File: src/rtl/m_key_debounce.sv
// m_key_debounce: synchronizes and debounces a raw key input and turns each
// accepted press into a single-cycle step, with optional auto-repeat while held.
module m_key_debounce #(
    parameter int unsigned DEBOUNCE_CYCLES = 16,
    parameter int unsigned REPEAT_EN       = 0,
    parameter int unsigned REPEAT_DELAY    = 64,
    parameter int unsigned REPEAT_PERIOD   = 16
) (
    input  logic ck,
    input  logic res,
    input  logic key_in,
    output logic key_level,
    output logic press_pulse,
    output logic release_pulse,
    output logic step
);

    localparam int unsigned MAXV = (DEBOUNCE_CYCLES > REPEAT_DELAY) ? DEBOUNCE_CYCLES : REPEAT_DELAY;
    localparam int unsigned CW   = $clog2(MAXV + 1);

    localparam logic [CW-1:0] DC_TERM   = CW'(DEBOUNCE_CYCLES);
    // Repeat fires on the edge where rcnt would reach REPEAT_DELAY
    localparam logic [CW-1:0] RP_TERM   = CW'(REPEAT_DELAY - 1);
    localparam logic [CW-1:0] RP_RELOAD = CW'(REPEAT_DELAY - REPEAT_PERIOD);
    localparam logic [CW-1:0] CNT_ONE   = CW'(1);

    typedef enum logic [1:0] {
        ST_IDLE,
        ST_PRESS_WAIT,
        ST_HELD,
        ST_RELEASE_WAIT
    } state_t;

    state_t        r_state;
    logic          r_s0;
    logic          r_s1;
    logic [CW-1:0] r_dcnt;
    logic [CW-1:0] r_rcnt;
    logic          w_key_s;

    assign w_key_s = r_s1;

    // Two-flop synchronizer for the asynchronous key input
    always_ff @(posedge ck) begin
        if (!res) begin
            r_s0 <= 1'b0;
            r_s1 <= 1'b0;
        end else begin
            r_s0 <= key_in;
            r_s1 <= r_s0;
        end
    end

    // Qualification FSM with registered level, pulses and repeat step generation
    always_ff @(posedge ck) begin
        if (!res) begin
            r_state       <= ST_IDLE;
            r_dcnt        <= '0;
            r_rcnt        <= '0;
            key_level     <= 1'b0;
            press_pulse   <= 1'b0;
            release_pulse <= 1'b0;
            step          <= 1'b0;
        end else begin
            press_pulse   <= 1'b0;
            release_pulse <= 1'b0;
            step          <= 1'b0;
            case (r_state)
                ST_IDLE: begin
                    if (w_key_s) begin
                        r_state <= ST_PRESS_WAIT;
                        r_dcnt  <= CNT_ONE;
                    end
                end
                ST_PRESS_WAIT: begin
                    if (!w_key_s) begin
                        r_state <= ST_IDLE;
                    end else if (r_dcnt != DC_TERM) begin
                        r_dcnt <= r_dcnt + CNT_ONE;
                    end else begin
                        r_state     <= ST_HELD;
                        key_level   <= 1'b1;
                        press_pulse <= 1'b1;
                        step        <= 1'b1;
                        r_rcnt      <= '0;
                    end
                end
                ST_HELD: begin
                    if (!w_key_s) begin
                        r_state <= ST_RELEASE_WAIT;
                        r_dcnt  <= CNT_ONE;
                    end else if (REPEAT_EN != 0) begin
                        if (r_rcnt == RP_TERM) begin
                            step   <= 1'b1;
                            r_rcnt <= RP_RELOAD;
                        end else begin
                            r_rcnt <= r_rcnt + CNT_ONE;
                        end
                    end
                end
                ST_RELEASE_WAIT: begin
                    // rcnt is left untouched here so repeat timing resumes after a glitch
                    if (w_key_s) begin
                        r_state <= ST_HELD;
                    end else if (r_dcnt != DC_TERM) begin
                        r_dcnt <= r_dcnt + CNT_ONE;
                    end else begin
                        r_state       <= ST_IDLE;
                        key_level     <= 1'b0;
                        release_pulse <= 1'b1;
                    end
                end
                default: begin
                    r_state <= ST_IDLE;
                end
            endcase
        end
    end

endmodule

File: config.mk
export PLATFORM = sky130hd
export DESIGN_NAME = m_key_debounce
export DESIGN_NICKNAME = d
export VERILOG_FILES = /design/src/rtl/m_key_debounce.sv
export SDC_FILE = /design/constraint.sdc
export NUM_CORES = 1
export LEC_CHECK = 0
export BUFFER_PORTS_ARGS = -buffer_cell sky130_fd_sc_hd__buf_2
export CORE_AREA = 2 2 39 41
export CTS_BUF_LIST = sky130_fd_sc_hd__clkbuf_8
export DETAILED_ROUTE_END_ITERATION = 8
export DIE_AREA = 0 0 41 43
export PLACE_DENSITY = 0.68
export SKIP_LAST_GASP = 1
export SYNTH_ARGS = -nofsm -noshare
export SYNTH_HDL_FRONTEND = slang
export SYNTH_SLANG_ARGS = --single-unit
File: constraint.sdc
create_clock -name ck -period 3.04 [get_ports ck]
set_clock_uncertainty 0.1 [all_clocks]
set_input_delay 0 -clock ck [delete_from_list [all_inputs] [get_ports ck]]
set_output_delay 0 -clock ck [all_outputs]
set_load 0.02 [all_outputs]
==> results of run 1 <==
cell usage in the layout, fill, tap and decap left out, types with 2 or more instances in the layout:
master         instances
inv_1                  5
o21ai_0                2
or3_1                  2
o211ai_1               2
or4_1                  2
clkbuf_8               3
a21oi_1                5
nand3_1                5
o21a_1                 2
a21o_1                 2
a211oi_1               2
dfxtp_1               14
dlygate4sd3_1          2
nand2_1                5
and2_1                 3
nor2b_1                2
buf_2                  6
o31ai_1                2
ha_1                   2
metal layers:
layer  part of all wire, %  routed length [µm]
met5                     0                   0
met4                     0                   0
met3                   5.2                  60
met2                    43                 490
met1                    52                 595
critical path, stage by stage (launching register included):
cell and delay (ns):
dfxtp_1 0.38, nor3b_1 0.62, and2_1 0.25, nor4b_2 0.19
power breakdown:
group          switching (mW)  internal, mW
Clock                  0.0568        0.0872
Sequential            0.00239         0.186
Combinational         0.00844       0.00611
state kept, by name, indices dropped and copies added (netlist names), named ones only:
register       count
release_pulse      1
r_state            1
step               1
r_s0               1
r_dcnt             7
key_level          1
r_s1               1
cells in the mapped netlist:
cell	count	area, µm²
dfxtp_1	14	280
a21oi_1	5	25.0
inv_1	5	18.8
nand2_1	5	18.8
nand3_1	5	25.0
and2_1	3	18.8
a211oi_1	2	15.0
a21o_1	2	15.0
ha_1	2	25.0
nor2b_1	2	12.5
o211ai_1	2	15.0
o21a_1	2	15.0
o21ai_0	2	10.0
o31ai_1	2	15.0
or3_1	2	12.5
or4_1	2	15.0
a2111oi_1	1	10.0
and3_1	1	6.26
and4bb_1	1	12.5
buf_2	1	5.00
buf_4	1	7.51
clkbuf_1	1	3.75
mux2i_1	1	10.0
nand2b_1	1	6.26
nand4_1	1	6.26
nor2_1	1	3.75
nor3b_1	1	7.51
nor4b_1	1	8.76
nor4b_2	1	15.0
o21ai_1	1	5.00
xnor2_1	1	8.76
layout make-up:
type | instances | area [µm²]
Fill cell | 129 | 636
Multi-Input combinational cell | 50 | 338
Sequential cell | 14 | 280
Timing Repair Buffer | 8 | 50.0
Clock buffer | 3 | 41.3
Tap cell | 16 | 20.0
Inverter | 5 | 18.8
path summary, 6_finish.rpt:
| path | from | end | slack [ns] | depth (start not counted) |
|---|---|---|---|---|
| worst min-delay path | r_s0$_SDFF_PN0_ | r_s1$_SDFF_PN0_ | 0.34 | 1 |
| worst max-delay path | r_dcnt[4]$_SDFFE_PN0P_ | release_pulse$_SDFF_PP0_ | 1.41 | 3 |
| worst max register to register | r_dcnt[4]$_SDFFE_PN0P_ | release_pulse$_SDFF_PP0_ | 1.41 | 3 |
| worst min register to register | r_s0$_SDFF_PN0_ | r_s1$_SDFF_PN0_ | 0.34 | 1 |
kinds of logic (layout without fill, tap and decap cells):
family / count (synthesis) / after routing / synth area share (%)
xor+xnor: 1 / 1 / 1.34
flops: 14 / 14 / 42.9
simple gates: 27 / 27 / 25.9
fa+ha+maj: 2 / 2 / 3.83
compound gates: 19 / 19 / 19.2
mux: 1 / 1 / 1.53
buf+inv: 8 / 16 / 5.36
stage by stage:
step	std cells	worst slack [ns]	utilization (%)	hold WS, ns	power, mW
global route	96	1.29	54.1	0.353	0.365
detailed placement	91	1.44	49.6	0.114	0.205
CTS	96	1.42	54.1	0.341	0.352
floorplan	72	1.58	-	0.0273	0.201
finish	96	1.41	54.1	0.336	0.347
global placement	91	1.46	49.6	0.109	0.204
==> run metrics, run 1 <==
gr busiest metal met2; DRT iter0 DRCs 9; root buf cell clkbuf_8; Slew HR 45.1%; max cap viols 0; clock sink count 14; post-synthesis sequential area ratio 42.9%; CTS Hold Bufs 2; Total GRT Usage 16.8%; Post-Route WL 1150 µm; total negative setup slack 0 ns; 1st-pass router iterations 4; Ant. Diodes 0; CP Class reg -> reg; fin nets 87; Port Buffers 6; crit path time final 1.63 ns; CTS tree done; post-DR wirelength/cell 11.9 µm; WP data required 3.09 ns; H-tree depth 1; dpl hpwl 819 µm; Critical Path Fanout Max 6; Vias/cell 5.47; Post-CTS Resized 0; yosys warns 0; Ports 7; Starting Density 47.2%; final setup fails 0; post-route ant nets 0; drc violations 0; Post-Syn Nets 77; Pleak 0.273 nW; Syn-to-layout area delta 14.6%; global placement routability congestion 0.772; Worst Tran Pin Value 0.817 ns; Pins Over Slew Limit 0; pin count of the biggest net entering global routing 14; Mapped Area 653 µm²; Post-CTS Repair Setup Buffers 0; die height 43 µm; DR vias 525; initial antenna violation count 0; core area 1380 µm²; status finished clean; VDD IR max 0.000456 V; Min-Delay Path Class reg -> reg; fmax 614 MHz; GRT met2 Usage 23.4%; pwr dens 464 nW/µm²; clock slew at reported path FFs 0.05 ns; post-synthesis register bit count 14; number of global-route vias before repair 481; met3 Use GR 9.42%; crit path launch type flop; met1 GRT Util 22.1%; clk_lat worst skew 0.24 ns; Cell Area, Placed 687 µm²; Fin. Hold Viols 0; Unique masters post-synth 31; CTS Buf Count 3; period utilisation layout 53.6%; GR Overflow Total 0; num rows 14; CP Data Arrival Time 1.68 ns; Critical Path Sink Type flop; Mapped Avg Cell Area 9.07 µm²; Max clock buf depth 2; full die area 1760 µm²; Synth Instances 72; RSZ-0062 raised after global routing no; first-pass GRT wire length 2000 µm; Horiz. Die Dim 41 µm; share of layout cells above drive strength 1 12.5%; design area 748 µm²
(Power assumes the default switching activity.)
==> run 2, diff against run 1 <==
Clock period 3.04 ns to 1.5 ns, I/O delays scaled along.
==> run metrics, run 2 (synthesis results as in run 1) <==
post-DR wirelength/cell 12.6 µm (+5.6%); CTS Buf Count 3 (unchanged); period utilisation layout 96.0% (+42 points); CTS tree done; Fillers 114 (-12%); final setup fails 0 (unchanged); initial antenna violation count 0 (unchanged); Hold Path Stages 1 (unchanged); clk_lat worst skew 0.25 ns (about the same); max reg flops 7 (unchanged); DRT iter0 DRCs 18 (+9); WP data required 1.56 ns (-1.53 ns); Ports 7 (unchanged); clock sink count 14 (unchanged); Starting Density 47.2% (unchanged); Cell Area, Placed 724 µm² (+5.5%); Pleak 0.333 nW (+22%); CP Buf/Inv Count 1 (+1); Max clock buf depth 2 (unchanged); Horiz. Die Dim 41 µm (unchanged); GR Overflow Total 0 (unchanged); pin count of the biggest net entering global routing 14 (unchanged); full die area 1760 µm² (unchanged); Final Util 61.8% (+7.7 points); design area 855 µm² (+14%); Reg power frac 47.5% (-6.8 points); Worst Tran Pin Value 0.346 ns (-0.471 ns); Slew HR 76.9% (+32 points); worst-path cell chain inv_2 > ha_2 > and4bb_2 > a21o_1 > a211oi_2; Critical Path Sink Type flop; number of global-route vias before repair 469 (-2.5%); cells on worst reg2reg path 5 (+2); share of layout cells above drive strength 1 30.4% (+18 points); core area 1380 µm² (unchanged); 1st-pass router iterations 4 (unchanged); Int Pwr 635 µW (+130%); crit path launch type flop; num rows 14 (unchanged); Port Buffers 6 (unchanged); CP Data Arrival Time 1.50 ns (-0.18 ns); Vias/cell 5.44 (-0.61%); Slowest-stage cell, CP dfxtp_2; Syn-to-layout area delta 30.8%; clock slew at reported path FFs 0.06 ns (about the same); sw frac 20.7% (+1.2 points); dpl hpwl 828 µm (+1.1%); share of total power in combinational logic 6.1% (+1.9 points); cell family with most CP delay compound AO/OA/AOI/OAI gates; Top reg by flops r_dcnt; H-tree depth 1 (unchanged); global placement routability congestion 0.728 (-5.6%); crit path time final 1.44 ns (-0.189 ns); Post-Route WL 1360 µm (+19%); Pins Over Slew Limit 0 (unchanged); Switch Pwr 166 µW (+150%); Clk pwr share 46.4% (+4.9 points); CP Class reg -> reg; Fin. Hold Viols 0 (unchanged); max cap viols 0 (unchanged); RSZ-0062 raised after global routing no; fmax 695 MHz (+13%); status finished clean; post-route ant nets 0 (unchanged); DR vias 587 (+12%); most common cell after layout, fill and taps aside dfxtp_1; drc violations 0 (unchanged); Ant. Diodes 0 (unchanged); root buf cell clkbuf_8; pwr dens 936 nW/µm² (+100%); critical path's largest stage delay 0.34 ns (-0.28 ns); Min-Delay Path Class reg -> reg; die height 43 µm (unchanged); WP depth 5 (+2); first-pass GRT wire length 2040 µm (+2.0%); VDD IR max 0.000687 V (+51%); most frequent cells in the layout 12 x dfxtp_1, 11 x buf_4, 6 x buf_2; Total GRT Usage 17.4% (+0.59 points); Critical Path Fanout Max 4 (-2); fin nets 98 (+13%)
==> run 2: power by group through the flow <==
stage                     logic (mW)  registers (mW)  clock network, mW
final                         0.0488           0.380              0.371
after floorplan               0.0198           0.388                  0
after global routing          0.0523           0.381              0.394
after global placement        0.0323           0.388                  0
after CTS                     0.0392           0.380              0.376
after detailed placement      0.0326           0.388                  0
==> run 2: area by class of cell <==
type / count / area, µm² / area share (%)
Clock buffer: 4 / 55.1 / 6.44
Inverter: 5 / 18.8 / 2.20
Multi-Input combinational cell: 50 / 345 / 40.4
Sequential cell: 14 / 283 / 33.1
Tap cell: 16 / 20.0 / 2.34
Timing Repair Buffer: 19 / 133 / 15.5
==> run 2: timing repair <==
action / CTS / global route
endpoints found under the hold margin: 2 / 0
buffers inserted: 1 / 5
endpoints found under the setup margin: 1 / 5
pin swaps: 0 / 2
resized for setup: 4 / 2
hold buffers: 2 / 0
==> run 2: stage by stage <==
stage                     setup TNS, ns  power [mW]  setup slack [ns]  cells  hold WS [ns]
after detailed placement        -0.0193       0.421           -0.0193     96         0.114
after CTS                             0       0.796            0.0156    103         0.342
after global placement                0       0.420            0.0153     96         0.109
after floorplan                       0       0.408            0.0396     72        0.0273
after global routing                  0       0.828            0.0101    108         0.373
final                                 0       0.800            0.0606    108         0.338
==> run 2: worst paths after layout <==
| check | from | to | slack, ns |
|---|---|---|---|
| worst max-delay path | r_dcnt[0]$_SDFFE_PN0P_ | r_dcnt[0]$_SDFFE_PN0P_ | 0.06 |
| worst min-delay path | r_s0$_SDFF_PN0_ | r_s1$_SDFF_PN0_ | 0.34 |
| worst max register to register | r_dcnt[0]$_SDFFE_PN0P_ | r_dcnt[0]$_SDFFE_PN0P_ | 0.06 |
| worst min register to register | r_s0$_SDFF_PN0_ | r_s1$_SDFF_PN0_ | 0.34 |
==> run 2: worst register-to-register path, stage by stage (launching register included) <==
cell,delay [ns]
dfxtp_2,0.34
inv_2,0.05
ha_2,0.18
and4bb_2,0.26
a21o_1,0.21
a211oi_2,0.22
==> run 2: layer usage <==
layer  routed length, µm  GRT usage, %  share of wire, %  vias to the layer above
li1                    -             -                 -                      301
met1                 613          23.8                45                      267
met2                 662          24.7                49                       15
met3                  66          4.71               4.8                        4
met4                  20          8.00               1.5                        0
met5                   0             0                 0                        -
==> run 3, diff against run 2 <==
Settings changed: ABC_AREA from default to 1, PLACE_DENSITY 0.68 to 0.72.
==> run metrics, run 3 <==
global placement routability congestion 0.846 (+16%); Pins Over Slew Limit 0 (unchanged); Post-Syn Nets 108 (+40%); period utilisation layout 92.5% (-3.4 points); Synth area leader dfxtp_1; CTS Buf Count 3 (unchanged); fmax 721 MHz (+3.7%); Syn-to-layout area delta 18.0%; drc violations 0 (unchanged); total negative setup slack 0 ns (unchanged); Ant. Diodes 0 (unchanged); asr flop ratio synth 0% (unchanged); Post-Place Worst Slack 0.0873 ns (+0.107 ns); Pleak 0.382 nW (+15%); VDD IR max 0.000598 V (-13%); CP Class reg -> reg; Horiz. Die Dim 41 µm (unchanged); GR Overflow Total 0 (unchanged); die height 43 µm (unchanged); Critical Path Sink Type flop; cells on worst reg2reg path 9 (+4); CP Buf/Inv Count 3 (+2); clk_lat worst skew 0.24 ns (about the same); post-synthesis sequential area ratio 40.3% (-2.6 points); DRT iter0 DRCs 20 (+2); crit path time final 1.39 ns (-0.0516 ns); largest cells by area after synthesis dfxtp_1 40%, nand2_1 17%, inv_1 9.2%; root buf cell clkbuf_8; Ports 7 (unchanged); Fillers 125 (+9.6%); num rows 14 (unchanged); count leader, synth nand2_1; first-pass GRT wire length 2210 µm (+8.4%); share of layout cells above drive strength 1 14.9% (-16 points); Switch Pwr 145 µW (-13%); Mapped Area 696 µm² (+6.5%); core area 1380 µm² (unchanged); yosys warns 0 (unchanged); Max clock buf depth 2 (unchanged); clock sink count 14 (unchanged); top cell type's share of synthesized area 40.3% (-2.6 points); sw frac 20.3% (-0.40 points); WP data required 1.57 ns (about the same); hold slack 0.321 ns (-0.0177 ns); Post-Route WL 1320 µm (-3.2%); Hold Path Stages 2 (+1); Min-Delay Path Class reg -> reg; DR vias 645 (+9.9%); post-synthesis register bit count 14 (unchanged); initial antenna violation count 0 (unchanged); Clk pwr share 41.8% (-4.6 points); number of global-route vias before repair 544 (+16%); Fin. Hold Viols 0 (unchanged); pin count of the biggest net entering global routing 10 (-4); clock slew at reported path FFs 0.05 ns (about the same); max cap viols 0 (unchanged); CTS tree done; Starting Density 50.3% (+3.1 points); max reg flops 7 (unchanged); most common cell after layout, fill and taps aside nand2_1; most used cell, CP inv_1; Post-synth EDFFs 0 (unchanged); post-DR wirelength/cell 10.1 µm (-20%); Slew HR 81.8% (+4.9 points); CP Data Arrival Time 1.46 ns (-0.04 ns); post-route ant nets 0 (unchanged); pwr dens 869 nW/µm² (-7.2%); final worst-path setup slack 0.112 ns (+0.0516 ns); Unique masters post-synth 17 (-45%); full die area 1760 µm² (unchanged); Slowest-stage cell, CP dfxtp_2; main flop type after synthesis dfxtp_1; Total GRT Usage 18.8% (+1.3 points); status finished clean; Post-Layout Cell Count 130 (+20%); Int Pwr 568 µW (-10%); Cells after DPL 124 (+29%); share of total power in combinational logic 4.8% (-1.3 points); worst-path cell chain inv_1 > ha_1 > inv_1 > nor2_4 > nand2_4 > nand2_4 > inv_1 > nand2_1 > a21oi_1; final setup fails 0 (unchanged); Top reg by flops r_dcnt; Final Util 59.3% (-2.4 points); critical path's largest stage delay 0.35 ns (about the same); cell family with most CP delay flip-flops; WP depth 9 (+4); H-tree depth 1 (unchanged); Synth Instances 103 (+43%); RSZ-0062 raised after global routing yes; fin nets 121 (+23%); Mapped Avg Cell Area 6.75 µm² (-26%); Critical Path Fanout Max 9 (+5); Vias/cell 4.96 (-8.7%); Worst Tran Pin Value 0.272 ns (-0.0734 ns); dpl hpwl 971 µm (+17%); Post-CTS Repair Setup Buffers 0 (-1); leading cell types by count after synthesis 31 x nand2_1, 17 x inv_1, 14 x dfxtp_1; Port Buffers 6 (unchanged); crit path launch type flop; 1st-pass router iterations 4 (unchanged); Reg power frac 53.5% (+6.0 points); Sequential Area 283 µm² (unchanged); most frequent cells in the layout 31 x nand2_1, 16 x inv_1, 12 x dfxtp_1, 9 x a21oi_1, 8 x nor2_1; multi-input combinational cell area 342 µm² (-1.1%)
==> run 3: per-stage QoR <==
step           cell area (µm²)  power [mW]
4_1_cts                    806       0.713
3_3_place_gp               734       0.414
3_5_place_dp               734       0.415
6_report                   821       0.713
5_1_grt                    821       0.740
2_1_floorplan              696       0.405
==> run 3: kinds of logic (layout without fill, tap and decap cells) <==
| logic type | after synthesis | after routing | share of synthesized area (%) |
|---|---|---|---|
| xor gates and xnor gates | 1 | 1 | 1.26 |
| DFF | 14 | 14 | 40.3 |
| AOI/OAI and AO/OA | 13 | 13 | 9.35 |
| and+or+nand+nor | 53 | 53 | 33.1 |
| adders and majority gates | 2 | 2 | 3.60 |
| buffers and inverters | 20 | 31 | 12.4 |
==> run 3: worst paths after layout <==
kind,from,endpoint,slack [ns]
min reg2reg,r_s0$_SDFF_PN0_,r_s1$_SDFF_PN0_,0.32
max,r_dcnt[0]$_SDFFE_PN0P_,r_dcnt[4]$_SDFFE_PN0P_,0.11
max reg2reg,r_dcnt[0]$_SDFFE_PN0P_,r_dcnt[4]$_SDFFE_PN0P_,0.11
min,r_s0$_SDFF_PN0_,r_s1$_SDFF_PN0_,0.32
==> run 3: final cells by class <==
type,instances,share of cell area [%]
Sequential cell,14,34.5
Clock buffer,3,5.03
Inverter,18,8.23
Multi-Input combinational cell,69,41.6
Timing Repair Buffer,10,8.23
Tap cell,16,2.44
==> run 3: per-layer routing <==
metal | global-route usage [%] | part of all wire [%]
met1 | 25.6 | 45
met2 | 26.3 | 47
met3 | 3.14 | 5.2
met4 | 12.0 | 2.9
met5 | 0 | 0
==> run 3: worst min-delay path: cells and delay by family (launching register included) <==
family | cells | cell delay [ns]
buffers and inverters | 1 | 0.04
DFF | 1 | 0.30
and+or+nand+nor | 1 | 0.05
==> run 3: power groups by stage <==
stage,Clock [mW],Combinational (mW),Sequential (mW)
after floorplan,0,0.0175,0.388
after global placement,0,0.0252,0.389
after detailed placement,0,0.0258,0.389
after CTS,0.301,0.0318,0.381
after global routing,0.320,0.0381,0.382
final,0.298,0.0340,0.381
==> run 3: repair_timing <==
action / 4_1_cts / 5_1_grt
endpoints found under the setup margin: 0 / 8
hold buffers: 3 / 0
hold endpoints to repair: 5 / 0
gates resized for setup: 0 / 6
